<file path="config.mk">
export PLATFORM = sky130hd
export DESIGN_NAME = id_ex_stage
export DESIGN_NICKNAME = d
export VERILOG_FILES = /design/src/rtl/id_ex_stage.sv
export SDC_FILE = /design/constraint.sdc
export NUM_CORES = 1
export LEC_CHECK = 0
export BUFFER_PORTS_ARGS = -buffer_cell sky130_fd_sc_hd__buf_4
export CAP_MARGIN = 10
export CORE_AREA = 2 2 150 152
export DETAILED_ROUTE_END_ITERATION = 16
export DIE_AREA = 0 0 152 154
export PLACE_DENSITY = 0.66
export SYNTH_ARGS = -nofsm -noshare
export SYNTH_HDL_FRONTEND = slang
export SYNTH_SLANG_ARGS = --single-unit
</file>
<file path="constraint.sdc">
create_clock -name i_clk -period 4.12 [get_ports i_clk]
set_input_delay 0.412 -clock i_clk [delete_from_list [all_inputs] [get_ports i_clk]]
set_output_delay 0.412 -clock i_clk [all_outputs]
set_load 0.005 [all_outputs]
</file>
<file path="src/rtl/id_ex_stage.sv">
// ID/EX pipeline register with load-use hazard detection, flush and external-stall handling.
// Optional performance counters are built only when IDEX_PERF_CNT_EN is defined.
module id_ex_stage #(
  parameter int unsigned XLEN  = 32,
  parameter int unsigned CNT_W = 32
) (
  input  logic             i_clk,
  input  logic             i_rst_n,
  input  logic             i_stall_ext,
  input  logic             i_flush,
  input  logic             i_valid_ID,
  input  logic [XLEN-1:0]  i_pc_ID,
  input  logic [4:0]       i_rs1_addr_ID,
  input  logic [4:0]       i_rs2_addr_ID,
  input  logic [4:0]       i_rd_addr_ID,
  input  logic             i_uses_rs1_ID,
  input  logic             i_uses_rs2_ID,
  input  logic [XLEN-1:0]  i_rs1_val_ID,
  input  logic [XLEN-1:0]  i_rs2_val_ID,
  input  logic [XLEN-1:0]  i_imm_ID,
  input  logic [2:0]       i_funct3_ID,
  input  logic             i_funct7b5_ID,
  input  logic [8:0]       i_ctrl_ID,
  output logic             o_valid_IDEX,
  output logic [XLEN-1:0]  o_pc_IDEX,
  output logic [4:0]       o_rs1_addr_IDEX,
  output logic [4:0]       o_rs2_addr_IDEX,
  output logic [4:0]       o_rd_addr_IDEX,
  output logic             o_uses_rs1_IDEX,
  output logic             o_uses_rs2_IDEX,
  output logic [XLEN-1:0]  o_rs1_val_IDEX,
  output logic [XLEN-1:0]  o_rs2_val_IDEX,
  output logic [XLEN-1:0]  o_imm_IDEX,
  output logic [2:0]       o_funct3_IDEX,
  output logic             o_funct7b5_IDEX,
  output logic [8:0]       o_ctrl_IDEX,
  output logic             o_bubble_IDEX,
  output logic             o_stall_IFID,
  output logic [CNT_W-1:0] o_lu_stall_cnt,
  output logic [CNT_W-1:0] o_flush_cnt
);

  // ctrl layout: {RegWrite, MemRead, MemWrite, MemtoReg, ALUSrc, Branch, Jump, ALUOp[1:0]}
  localparam int unsigned MemReadBit = 7;

  typedef struct packed {
    logic            valid;
    logic [XLEN-1:0] pc;
    logic [4:0]      rs1_addr;
    logic [4:0]      rs2_addr;
    logic [4:0]      rd_addr;
    logic            uses_rs1;
    logic            uses_rs2;
    logic [XLEN-1:0] rs1_val;
    logic [XLEN-1:0] rs2_val;
    logic [XLEN-1:0] imm;
    logic [2:0]      funct3;
    logic            funct7b5;
    logic [8:0]      ctrl;
  } idex_t;

  idex_t idex_q, idex_d;
  logic  bubble_q;
  logic  rs1_hit, rs2_hit, lu;
  logic  load_bubble, load_instr;

  // Store data on rs2 is included: no MEM-to-MEM path is assumed downstream.
  always_comb begin
    rs1_hit = i_uses_rs1_ID & (idex_q.rd_addr == i_rs1_addr_ID);
    rs2_hit = i_uses_rs2_ID & (idex_q.rd_addr == i_rs2_addr_ID);
    lu      = idex_q.valid & idex_q.ctrl[MemReadBit] & (idex_q.rd_addr != 5'd0) &
              i_valid_ID & (rs1_hit | rs2_hit);
  end

  assign o_stall_IFID = (lu | i_stall_ext) & ~i_flush;
  assign load_bubble  = i_flush | (~i_stall_ext & lu);
  assign load_instr   = ~i_flush & ~i_stall_ext & ~lu;

  always_comb begin
    idex_d = '{
      valid:    i_valid_ID,
      pc:       i_pc_ID,
      rs1_addr: i_rs1_addr_ID,
      rs2_addr: i_rs2_addr_ID,
      rd_addr:  i_rd_addr_ID,
      uses_rs1: i_uses_rs1_ID,
      uses_rs2: i_uses_rs2_ID,
      rs1_val:  i_rs1_val_ID,
      rs2_val:  i_rs2_val_ID,
      imm:      i_imm_ID,
      funct3:   i_funct3_ID,
      funct7b5: i_funct7b5_ID,
      ctrl:     i_ctrl_ID
    };
  end

  // Bubbles clear the whole entry so RegWrite/MemWrite are guaranteed low.
  always_ff @(posedge i_clk or negedge i_rst_n) begin
    if (!i_rst_n) begin
      idex_q   <= '0;
      bubble_q <= 1'b0;
    end else if (load_bubble) begin
      idex_q   <= '0;
      bubble_q <= 1'b1;
    end else if (load_instr) begin
      idex_q   <= idex_d;
      bubble_q <= ~i_valid_ID;
    end
  end

  assign o_valid_IDEX    = idex_q.valid;
  assign o_pc_IDEX       = idex_q.pc;
  assign o_rs1_addr_IDEX = idex_q.rs1_addr;
  assign o_rs2_addr_IDEX = idex_q.rs2_addr;
  assign o_rd_addr_IDEX  = idex_q.rd_addr;
  assign o_uses_rs1_IDEX = idex_q.uses_rs1;
  assign o_uses_rs2_IDEX = idex_q.uses_rs2;
  assign o_rs1_val_IDEX  = idex_q.rs1_val;
  assign o_rs2_val_IDEX  = idex_q.rs2_val;
  assign o_imm_IDEX      = idex_q.imm;
  assign o_funct3_IDEX   = idex_q.funct3;
  assign o_funct7b5_IDEX = idex_q.funct7b5;
  assign o_ctrl_IDEX     = idex_q.ctrl;
  assign o_bubble_IDEX   = bubble_q;

`ifdef IDEX_PERF_CNT_EN
  logic [CNT_W-1:0] lu_cnt_q, flush_cnt_q;
  logic             lu_taken;

  assign lu_taken = ~i_flush & ~i_stall_ext & lu;

  // Saturating counters: stick at all-ones instead of wrapping.
  always_ff @(posedge i_clk or negedge i_rst_n) begin
    if (!i_rst_n) begin
      lu_cnt_q    <= '0;
      flush_cnt_q <= '0;
    end else begin
      if (lu_taken && (lu_cnt_q != '1)) lu_cnt_q <= lu_cnt_q + CNT_W'(1);
      if (i_flush && (flush_cnt_q != '1)) flush_cnt_q <= flush_cnt_q + CNT_W'(1);
    end
  end

  assign o_lu_stall_cnt = lu_cnt_q;
  assign o_flush_cnt    = flush_cnt_q;
`else
  assign o_lu_stall_cnt = '0;
  assign o_flush_cnt    = '0;
`endif

endmodule

</file>
==> results by group, run 1 <==
Floorplanning
  – Core Rows: 54
  – Initial core utilization: around 37%
  – Die ar.: roughly 23000 µm²
  – Die width: 152 µm
  – I/O pin count: roughly 390
  – CORE AREA: 21690 µm²
  – Die Ht: roughly 150 µm

Timing
  – Max-slew violations: 0
  – Setup violators final: 0
  – Minimum clock period: approximately 3.0 ns
  – Final setup margin: 1.096 ns
  – Count of final hold-check violations: 0
  – Worst Hold Slack: 0.07554 ns
  – Tightest Pin Transition: 0.9714 ns
  – Slew margin rel.: 35.24%
  – TNS Setup: 0 ns
  – RSZ-0062 raised after global routing: no
  – Fin crit share: ~73%
  – Setup Skew: roughly 0.015 ns
  – Fmax: 0.3307 GHz

Routing
  – DRT Pass-1 Iters: 5
  – Routed len/inst: 17.72 µm
  – DR vias: approximately 7400
  – Drc violations: 0
  – Routed wire length: between 20000 and 25000 µm
  – Remaining antenna violation count: 0
  – DR iter-0 viols: about 470
  – DR vias/cell: approximately 5.4

Worst setup path
  – Crit Reg-Reg Endpoint: o_rs1_val_IDEX[31]
  – WP data required: around 3.7 ns
  – Setup Crit Path Kind: flip-flop to output pin
  – R2R cell count: 5
  – R2r setup slk: around 1.4 ns
  – Arrival @ worst endpoint: about 2.6 ns
  – Critical Path End Type: output pin
  – Crit path launch type: flip-flop
  – CP endpoint: o_stall_IFID
  – R2R Path Start: o_rd_addr_IDEX[3]
  – CP startpoint: o_rd_addr_IDEX[4]
  – Worst-path fanout max: 25

GRT
  – First-pass GRT wire length: ~40000 µm
  – Vias in the first global route: ~7000
  – Total GRT Usage: around a fifth
  – Initial antenna violation count: 0
  – Gr ovfl total: 0
  – Largest net degree at the start of global routing: around 220

Synthesis
  – Ys Warns: 0
  – Post-synth EDFFs: 0
  – Ys async rst share: 100.0%
  – Area leader, netlist: dfrtp_1
  – Top cells by area, synth: dfrtp_1, a32oi_1, nand2_1
  – Sequential share of the synthesized area: 50.09%
  – Synthesized area: ~8000 µm²
  – Synth cell types: 26
  – Most common cell in the netlist: nand2_1
  – FF+latch count, synth: 160
  – Post-synth top area share: 50.09%
  – Syn_area_per_cell: 9.572 µm²
  – Post-synth top cells: nand2_1, dfrtp_1, a32oi_1
  – Main synth FF type: dfrtp_1
  – Gate Count Post-Synth: roughly 840

Layout
  – Cell area after layout: around 11000 µm²
  – Non-filler instance count after layout: 1388
  – Fill cell count: 2012
  – Layout cells sized above 1: around 33%
  – Area grow syn2layout: 37.01%
  – Core Util, Final: just over 50%
  – Final net count: between 1000 and 1500
  – N_diodes: 0

Power
  – Peak supply drop: ~0.25 mV
  – Leak pwr: 4.955 nW
  – Cell Pwr Density: 393.1 nW/µm²
  – Total power: about 4.3 mW

Placed design
  – Placement Cell Area: 10330 µm²
  – Placed insts: about 1400
  – Dpl hpwl: 15780 µm
  – Routability cong.: approximately 0.8
  – Buffers added on ports: between 300 and 400
  – DP Worst Slack: around 1.5 ns

Run
  – Max-cap viol count: 0

Clocking
  – Post-cts hold buffer count: 0
  – CTS tree: built
  – Post-cts sizing count: 0
  – Worst skew pair latency: between 0.4 and 0.5 ns
  – Maximum level of the CTS H-tree: 4
  – Setup Buffers After CTS: 0
  – CTS max path bufs: 2
  – Clock root buffer master: clkbuf_16
  – Total CTS buffers: 17
  – # clock sinks: 160
  – Clk slew on worst S/H paths: about 0.070 ns

Min path
  – Hold/Removal Path Class: input pin to async pin

Status
  – Status: finished clean
-- worst min path at each step --
stage	start	endpoint	slack [ns]	depth (start not counted)
3_5_place_dp	o_imm_IDEX[6]	o_imm_IDEX[6]	0.48	2
3_3_place_gp	o_imm_IDEX[8]	o_imm_IDEX[8]	0.47	2
4_1_cts	i_rst_n	o_ctrl_IDEX[8]	0.13	1
2_1_floorplan	i_rst_n	o_bubble_IDEX	0.12	0
6_report	i_rst_n	o_ctrl_IDEX[8]	0.08	1
5_1_grt	i_rst_n	o_pc_IDEX[26]	0.15	1
-- critical path, cell delays in order (launching register included) --
cell	delay [ns]
dfrtp_1	0.46
or4_1	0.59
o2111ai_4	0.72
nor2_1	0.08
a21o_1	0.20
buf_4	0.13
-- power by group --
part | internal [mW] | switching (mW) | leakage [nW]
sequential | 1.73 | 0.102 | 2.04
combinational | 0.409 | 0.387 | 2.62
clock | 0.986 | 0.695 | 0.302
-- layer usage --
metal / up-vias / share of wire (%) / track usage (%)
met1: 3565 / 41 / 26.50
met3: 30 / 7.9 / 6.313
met2: 333 / 49 / 32.07
met5: - / 0 / 0
li1: 3517 / - / -
met4: 0 / 2.0 / 6.364
-- flip-flops by register name (all words and copies together), names as in the netlist, 3 cells and up --
name             cells
o_funct3_IDEX        3
o_rs2_val_IDEX      32
o_ctrl_IDEX          9
o_rs1_addr_IDEX      5
o_rs2_addr_IDEX      5
o_pc_IDEX           32
o_rs1_val_IDEX      32
o_imm_IDEX          32
o_rd_addr_IDEX       5
-- cell families after synthesis --
logic type	synth area share, %
compound gates	27.80
simple gates	9.988
flops	50.09
buf+inv	10.97
xor+xnor	1.096
other cells	0.04692
-- layout make-up --
type	instances	area, µm²	share of cell area, %
clock buffers	19	442.9	4.045
clock inverters	13	177.7	1.622
inverters	1	3.754	0.03428
multi-input cells	583	3388	30.94
flip-flops and latches	160	4004	36.56
well taps	280	350.3	3.199
repair buffers	332	2584	23.59
-- cell usage in the layout (no fill, tap or decap), types with 7 or more instances in the layout --
master | Yosys | final
a22oi_1 | 12 | 12
a32oi_1 | 140 | 140
buf_12 | 0 | 7
buf_4 | 75 | 324
clkbuf_16 | 0 | 17
conb_1 | 1 | 64
dfrtp_1 | 160 | 160
nand2_1 | 168 | 168
nor3b_1 | 13 | 13
o21ai_0 | 113 | 113
o21ai_1 | 27 | 27
o221ai_1 | 19 | 19
xnor2_1 | 10 | 10
Note: power is estimated with default switching activity, not from simulation.
==> inputs of run 2 (changes only) <==
ABC_AREA = 1   (was not set)
PLACE_DENSITY = not set   (was 0.66)
clock period = 2.9 ns   (was 4.12 ns; I/O delays follow)
==> run 2 against run 1 <==
Via count fell by 16%. Clock skew fell by 0.0083 ns. Total power rose by 22%. Global-route usage fell by 2.0 points. Critical path depth rose by 4. First-iteration DRC count fell by 36%. Highest routed layer unchanged.
==> results by group, run 2 <==
Status
  – Status: finished clean (unchanged)

Power
  – Leak pwr: 5.301 nW (was 4.955 nW)
  – Cell Pwr Density: 519.0 nW/µm² (was 393.1 nW/µm²)
  – Switching power total: 1.414 mW (was 1.185 mW)
  – Clock share of power: 39.2% (was 39.1%)
  – Logic pwr share: 14.7% (was 18.5%)
  – P_int: 3.859 mW (was 3.120 mW)
  – Peak supply drop: 0.3468 mV (was 0.2546 mV)
  – Sw frac: 26.81% (was 27.53%)
  – Sequential Power Share: 46.1% (was 42.4%)

Routing
  – DR vias/cell: 4.421 (was 5.364)
  – DR iter-0 viols: 299 (was 469)
  – DR vias: 6264 (was 7445)
  – Routed wire length: 21590 µm (was 24600 µm)
  – Met2 wire len: 10800 µm (was 12040 µm)
  – Drc violations: 0 (unchanged)
  – DRT Pass-1 Iters: 4 (was 5)
  – Top sig layer: met4 (unchanged)
  – Remaining antenna violation count: 0 (unchanged)
  – Met3 WL post-DR: 1496 µm (was 1931 µm)
  – Routed len/inst: 15.24 µm (was 17.72 µm)
  – Met1 WL: 9080 µm (was 10140 µm)

Clocking
  – CTS max path bufs: 2 (unchanged)
  – Worst skew pair latency: 0.41 ns (was 0.43 ns)
  – Clock root buffer master: clkbuf_16 (unchanged)
  – Maximum level of the CTS H-tree: 4 (unchanged)
  – CTS tree: built (unchanged)
  – Clk slew on worst S/H paths: 0.07 ns (about the same)
  – Total CTS buffers: 17 (unchanged)
  – # clock sinks: 160 (unchanged)
  – Setup Buffers After CTS: 0 (unchanged)

Timing
  – Fin crit share: between 60 and 70%
  – Count of final hold-check violations: 0 (unchanged)
  – Setup violators final: 0 (unchanged)
  – Max-slew violations: 0 (unchanged)
  – Tightest Pin Transition: 0.6901 ns (was 0.9714 ns)
  – Minimum clock period: about 2 ns
  – Fmax: around 0.50 GHz
  – Setup Skew: 0.006686 ns (was 0.01501 ns)
  – RSZ-0062 raised after global routing: no (unchanged)
  – TNS Setup: 0 ns (unchanged)
  – Slew margin rel.: 53.99% (was 35.24%)

Worst setup path
  – CP max-delay cell: dfrtp_1 (was o2111ai_4)
  – Critical Path End Type: output pin (unchanged)
  – CP bufs+invs: 2 (was 1)
  – Crit path launch type: flip-flop (unchanged)
  – Critical path's largest stage delay: 0.44 ns (was 0.72 ns)
  – R2r setup slk: 0.97 ns (was 1.42 ns)
  – Crit path cell chain: inv_1, nand2_1, nand2_1, nor2_1, nand3_1, nand2_2, nand2_4, o21ai_0, buf_4 (was or4_1, o2111ai_4, nor2_1, a21o_1, buf_4)
  – Worst-path fanout max: 6 (was 25)
  – R2R Path Start: o_rd_addr_IDEX[3] (unchanged)
  – WP data required: 2.61 ns (was 3.71 ns)
  – Top cell by count, worst path: nand2_1
  – Arrival @ worst endpoint: 1.71 ns (was 2.61 ns)
  – Crit Reg-Reg Endpoint: o_rs2_val_IDEX[21] (was o_rs1_val_IDEX[31])
  – Setup Crit Path Kind: flip-flop to output pin (unchanged)
  – Largest delay contributor family on the critical path: simple AND/OR/NAND/NOR gates (was compound AO/OA/AOI/OAI gates)
  – R2R cell count: 10 (was 5)

Floorplanning
  – Die width: 152 µm (unchanged)
  – Initial core utilization: 33.19% (was 36.85%)
  – Die Ht: 154 µm (unchanged)
  – I/O pin count: 388 (unchanged)
  – Core Rows: 54 (unchanged)
  – Die ar.: 23410 µm² (unchanged)
  – CORE AREA: 21690 µm² (unchanged)

GRT
  – Vias in the first global route: 6220 (was 7044)
  – Largest net degree at the start of global routing: 93 (was 219)
  – Initial antenna violation count: 0 (unchanged)
  – Gr ovfl total: 0 (unchanged)
  – First-pass GRT wire length: 34250 µm (was 38900 µm)
  – Total GRT Usage: 18.19% (was 20.21%)

Synthesis
  – FF+latch count, synth: 160 (unchanged)
  – Gate Count Post-Synth: 819 (was 835)
  – Synth cell types: 19 (was 26)
  – Post-synth EDFFs: 0 (unchanged)
  – Top cells by area, synth: dfrtp_1, nand2_1, o21ai_0 (was dfrtp_1, a32oi_1, nand2_1)
  – Area leader, netlist: dfrtp_1 (unchanged)
  – Ys async rst share: 100.0% (unchanged)
  – Post-synth top area share: 55.61% (was 50.09%)
  – Most common cell in the netlist: nand2_1 (unchanged)
  – Sequential share of the synthesized area: 55.61% (was 50.09%)
  – Ys Warns: 0 (unchanged)
  – Main synth FF type: dfrtp_1 (unchanged)
  – Syn_area_per_cell: 8.790 µm² (was 9.572 µm²)
  – Synthesized area: 7199 µm² (was 7993 µm²)
  – Post-synth top cells: nand2_1, dfrtp_1, o21ai_0 (was nand2_1, dfrtp_1, a32oi_1)

Min path
  – Min-Delay Path Depth: 3
  – Critical hold path startpoint: i_rs2_val_ID[25]
  – Hold/Removal Path Class: input pin to flip-flop (was input pin to async pin)
  – Min-Delay Endpoint: o_rs2_val_IDEX[25]

Placed design
  – Routability cong.: 0.7825 (was 0.7806)
  – Placement Cell Area: 9610 µm² (was 10330 µm²)
  – Dpl hpwl: 15010 µm (was 15780 µm)
  – Buffers added on ports: 323 (unchanged)

Run
  – Max-cap viol count: 0 (unchanged)

Layout
  – Layout cells sized above 1: 36.50% (was 33.12%)
  – Final net count: 1287 (was 1258)
  – Most frequent cells in the layout: nand2_1, buf_4, dfrtp_1 (was buf_4, nand2_1, dfrtp_1)
  – N_diodes: 0 (unchanged)
  – Area grow syn2layout: 41.12% (was 37.01%)
  – Cell area after layout: 10160 µm² (was 10950 µm²)
  – Most common cell after layout, fill and taps aside: nand2_1 (was buf_4)
## run 2: tightest hold or removal path: stages
cell and delay [ns]:
buf_4 0.10, nand2_1 0.05, o21ai_0 0.07
## run 2: cells by family (layout without fill, tap and decap cells)
logic type             count (synthesis)  in the layout  share of synthesized area [%]
AND/OR/NAND/NOR                      369            369                          19.71
flip-flops                           160            160                          55.61
AO/OA/AOI/OAI                        159            159                          13.14
buffers and inverters                130            385                          11.49
other                                  1             64                        0.05209
## run 2: final cells by class
| cell class | count | area, µm² |
|---|---|---|
| multi-input cells | 592 | 2610 |
| inverters | 17 | 65.06 |
| flip-flops and latches | 160 | 4004 |
| repair buffers | 336 | 2591 |
| fillers | 2157 | 11530 |
| well taps | 280 | 350.3 |
| clock inverters | 13 | 106.4 |
| clock buffers | 19 | 432.9 |
## run 2: timing repair
action / 4_1_cts / 5_1_grt
hold buffers: 1 / 0
resized for setup: 0 / 0
hold endpoints to repair: 68 / 0
## run 2: how the worst max path moves through the flow
stage,start,endpoint,depth (start not counted)
3_5_place_dp,o_rd_addr_IDEX[3],o_rs2_val_IDEX[21],10
3_3_place_gp,o_rd_addr_IDEX[3],o_rs2_val_IDEX[17],9
6_report,o_rd_addr_IDEX[3],o_stall_IFID,9
5_1_grt,o_rd_addr_IDEX[2],o_stall_IFID,9
4_1_cts,o_rd_addr_IDEX[3],o_stall_IFID,9
2_1_floorplan,o_rd_addr_IDEX[2],o_pc_IDEX[2],11
## run 2: routing by layer
layer	vias to the layer above	GRT usage (%)
met2	220	30.24
li1	3074	-
met4	0	4.317
met1	2959	23.35
met3	11	5.524
met5	-	0
## run 2: power by group through the flow
stage	sequential, mW	clock [mW]	combinational [mW]
global route	2.45	2.22	0.863
global placement	2.47	0	0.786
CTS	2.43	2.14	0.791
floorplan	2.48	0	0.333
finish	2.43	2.07	0.773
detailed placement	2.47	0	0.789
## run 2: metrics by stage
step	hold WS, ns	power (mW)	util [%]	instances	setup slack [ns]
6_report	0.1403	5.273	46.84	1417	0.9023
5_1_grt	0.1254	5.530	46.84	1417	0.7284
4_1_cts	0.1176	5.360	46.84	1417	0.8510
3_5_place_dp	0.3657	3.261	44.31	1384	0.9298
3_3_place_gp	0.3650	3.255	44.31	1384	1.018
2_1_floorplan	-0.005591	2.810	-	882	1.515
==> inputs of run 3 (changes only) <==
ABC_AREA = 0   (was 1)
PLACE_DENSITY = 0.66   (was not set)
clock period = 2.05 ns   (was 2.9 ns; I/O delays follow)
==> run 3 against run 2 <==
The run now ends with setup timing left. Flip-flop and latch count stayed put. Non-clock buffer count up 33. Total power increased by 62%. Sequential power increased by 51%. Clock skew up 0.0067 ns. Hold slack got worse by 0.11 ns. Final cell count grew 0.56%. First-iteration DRC count is 37% higher. Sequential share of layout area fell by 4.4 points. Design area is 12% higher. Setup slack lost 0.94 ns. Largest power group unchanged.
==> results by group, run 3 (synthesis results as in run 1) <==
Layout
  – Sequential cell area: 4004 µm² (unchanged)
  – Most frequent cells in the layout: buf_4, nand2_1, dfrtp_1 (was nand2_1, buf_4, dfrtp_1)
  – Fill cell count: 2000 (was 2157)
  – Area grow syn2layout: 42.96% (was 41.12%)
  – Most common cell after layout, fill and taps aside: buf_4 (was nand2_1)
  – Multi-input combinational cell area: 3407 µm² (was 2610 µm²)
  – Core Util, Final: 52.68% (was 46.84%)
  – Final net count: 1295 (was 1287)
  – N_diodes: 0 (unchanged)
  – Cell area after layout: 11430 µm² (was 10160 µm²)
  – Layout cells sized above 1: 35.46% (was 36.50%)

Floorplanning
  – Die width: 152 µm (unchanged)
  – Die ar.: 23410 µm² (unchanged)
  – Core Rows: 54 (unchanged)
  – Die Ht: 154 µm (unchanged)
  – CORE AREA: 21690 µm² (unchanged)
  – I/O pin count: 388 (unchanged)
  – Initial core utilization: 36.85% (was 33.19%)

Power
  – Cell Pwr Density: 748.1 nW/µm² (was 519.0 nW/µm²)
  – P_int: 6.104 mW (was 3.859 mW)
  – Sw frac: 28.60% (was 26.81%)
  – Sequential Power Share: 42.9% (was 46.1%)
  – Logic pwr share: 20.2% (was 14.7%)
  – Peak supply drop: 0.5558 mV (was 0.3468 mV)
  – Switching power total: 2.445 mW (was 1.414 mW)
  – Leak pwr: 5.202 nW (was 5.301 nW)
  – Clock share of power: 36.9% (was 39.2%)

GRT
  – Largest net degree at the start of global routing: 127 (was 93)
  – GR peak layer: met2 (unchanged)
  – Grt met3 use: 6.257% (was 5.524%)
  – Met2 GRT Util: 34.00% (was 30.24%)
  – Vias in the first global route: 7243 (was 6220)
  – Gr ovfl total: 0 (unchanged)
  – GRT met1 Usage: 26.15% (was 23.35%)
  – Total GRT Usage: 20.65% (was 18.19%)
  – First-pass GRT wire length: 39630 µm (was 34250 µm)
  – Initial antenna violation count: 0 (unchanged)

Timing
  – Setup Skew: 0.01343 ns (was 0.006686 ns)
  – Final setup margin: -0.03491 ns (was 0.9023 ns)
  – Fin crit share: 101.7%
  – Max-slew violations: 0 (unchanged)
  – TNS Setup: -0.03491 ns (was 0 ns)
  – Minimum clock period: around 2.1 ns
  – Count of final hold-check violations: 0 (unchanged)
  – Setup violators final: 1 (was 0)
  – Slew margin rel.: 63.53% (was 53.99%)
  – RSZ-0062 raised after global routing: yes (was no)
  – Tightest Pin Transition: 0.5470 ns (was 0.6901 ns)
  – Fmax: ~0.48 GHz

Min path
  – Hold/Removal Path Class: input pin to flip-flop (unchanged)

Placed design
  – Routability cong.: 0.8029 (was 0.7825)
  – Placement Cell Area: 10720 µm² (was 9610 µm²)
  – Dpl hpwl: 17130 µm (was 15010 µm)
  – Buffers added on ports: 323 (unchanged)

Status
  – Failing checks: setup timing
  – Status: complete, but fails checks (was finished clean)

Worst setup path
  – Largest delay contributor family on the critical path: buffers and inverters (was simple AND/OR/NAND/NOR gates)
  – Arrival @ worst endpoint: 1.88 ns (was 1.71 ns)
  – Setup Crit Path Kind: flip-flop to output pin (unchanged)
  – Critical path's largest stage delay: 0.39 ns (was 0.44 ns)
  – Crit path cell chain: buf_4, xnor2_2, nand4_1, o22ai_4, buf_12, a21o_1, buf_6 (was inv_1, nand2_1, nand2_1, nor2_1, nand3_1, nand2_2, nand2_4, o21ai_0, buf_4)
  – Crit path launch type: flip-flop (unchanged)
  – WP data required: 1.85 ns (was 2.61 ns)
  – R2r setup slk: 0.09 ns (was 0.97 ns)
  – CP max-delay cell: dfrtp_1 (unchanged)
  – CP bufs+invs: 3 (was 2)
  – Critical Path End Type: output pin (unchanged)
  – Worst-path fanout max: 4 (was 6)

Run
  – Max-cap viol count: 0 (unchanged)

Routing
  – DR vias/cell: 5.404 (was 4.421)
  – DR iter-0 viols: 411 (was 299)
  – DRT Pass-1 Iters: 5 (was 4)
  – Routed wire length: 25350 µm (was 21590 µm)
  – Drc violations: 0 (unchanged)
  – Routed len/inst: 17.79 µm (was 15.24 µm)
  – DR vias: 7701 (was 6264)
  – Remaining antenna violation count: 0 (unchanged)

Clocking
  – # clock sinks: 160 (unchanged)
  – Worst skew pair latency: 0.42 ns (was 0.41 ns)
  – Clock root buffer master: clkbuf_16 (unchanged)
  – CTS max path bufs: 2 (unchanged)
  – CTS tree: built (unchanged)
  – Clk slew on worst S/H paths: 0.08 ns (was 0.07 ns)
  – Total CTS buffers: 17 (unchanged)
  – Maximum level of the CTS H-tree: 4 (unchanged)
==> run 3: cell types whose count changed in the layout (fill, tap and decap cells not counted), sizes merged, moves of 13 or more <==
cell,before,now
o21ai,159,140
o221ai,0,19
nand2,353,168
buf,335,366
nor3b,0,13
a32oi,0,140
==> run 3: tightest hold or removal path: stages <==
cell and delay, ns:
buf_4 0.08, a32oi_1 0.07, o21ai_0 0.06
==> run 3: final timing paths <==
kind | from | to | depth (start not counted)
min in group asynchronous | i_rst_n | o_ctrl_IDEX[0] | 3
max | o_rd_addr_IDEX[0] | o_stall_IFID | 7
max in group asynchronous | i_rst_n | o_rs1_val_IDEX[21] | 3
min reg2reg | o_pc_IDEX[0] | o_pc_IDEX[0] | 2
min | i_pc_ID[0] | o_pc_IDEX[0] | 3
max reg2reg | o_rd_addr_IDEX[2] | o_imm_IDEX[10] | 7
==> run 3: layer usage <==
metal | vias up | wire [µm]
li1 | 3598 | -
met2 | 328 | 12610
met5 | - | 0
met4 | 0 | 583
met1 | 3736 | 10350
met3 | 39 | 1807
==> run 3: layout make-up <==
class / instances / area share (%)
clock buffer: 18 / 3.756
multi-input combinational: 583 / 29.82
inverter: 1 / 0.03285
timing repair buffer: 369 / 27.00
tap: 280 / 3.066
clock inverter: 14 / 1.281
sequential: 160 / 35.04
==> run 3: through the flow <==
step | hold slack (ns) | power [mW] | setup WS, ns | cells
2_1_floorplan | -0.09059 | 4.389 | 0.1321 | 898
3_3_place_gp | 0.2345 | 5.401 | 0.1901 | 1385
3_5_place_dp | 0.2362 | 5.426 | 0.1405 | 1385
4_1_cts | 0.002119 | 8.629 | -0.08443 | 1422
5_1_grt | 0.006533 | 8.990 | -0.1233 | 1425
6_report | 0.02985 | 8.548 | -0.03491 | 1425
==> run 3: timing repair <==
item / 4_1_cts / 5_1_grt
hold buffers: 1 / 0
pin swaps: 6 / 5
gates resized for setup: 2 / 3
endpoints found under the hold margin: 160 / 0
setup endpoints to repair: 1 / 4
setup buffers: 3 / 3
cloned: 1 / 1
==> run 3: power by group through the flow <==
stage / sequential [mW] / combinational (mW) / clock, mW
after global routing: 3.70 / 1.88 / 3.40
final: 3.67 / 1.73 / 3.15
after CTS: 3.67 / 1.73 / 3.24
after detailed placement: 3.71 / 1.71 / 0
after floorplan: 3.72 / 0.667 / 0
after global placement: 3.72 / 1.68 / 0
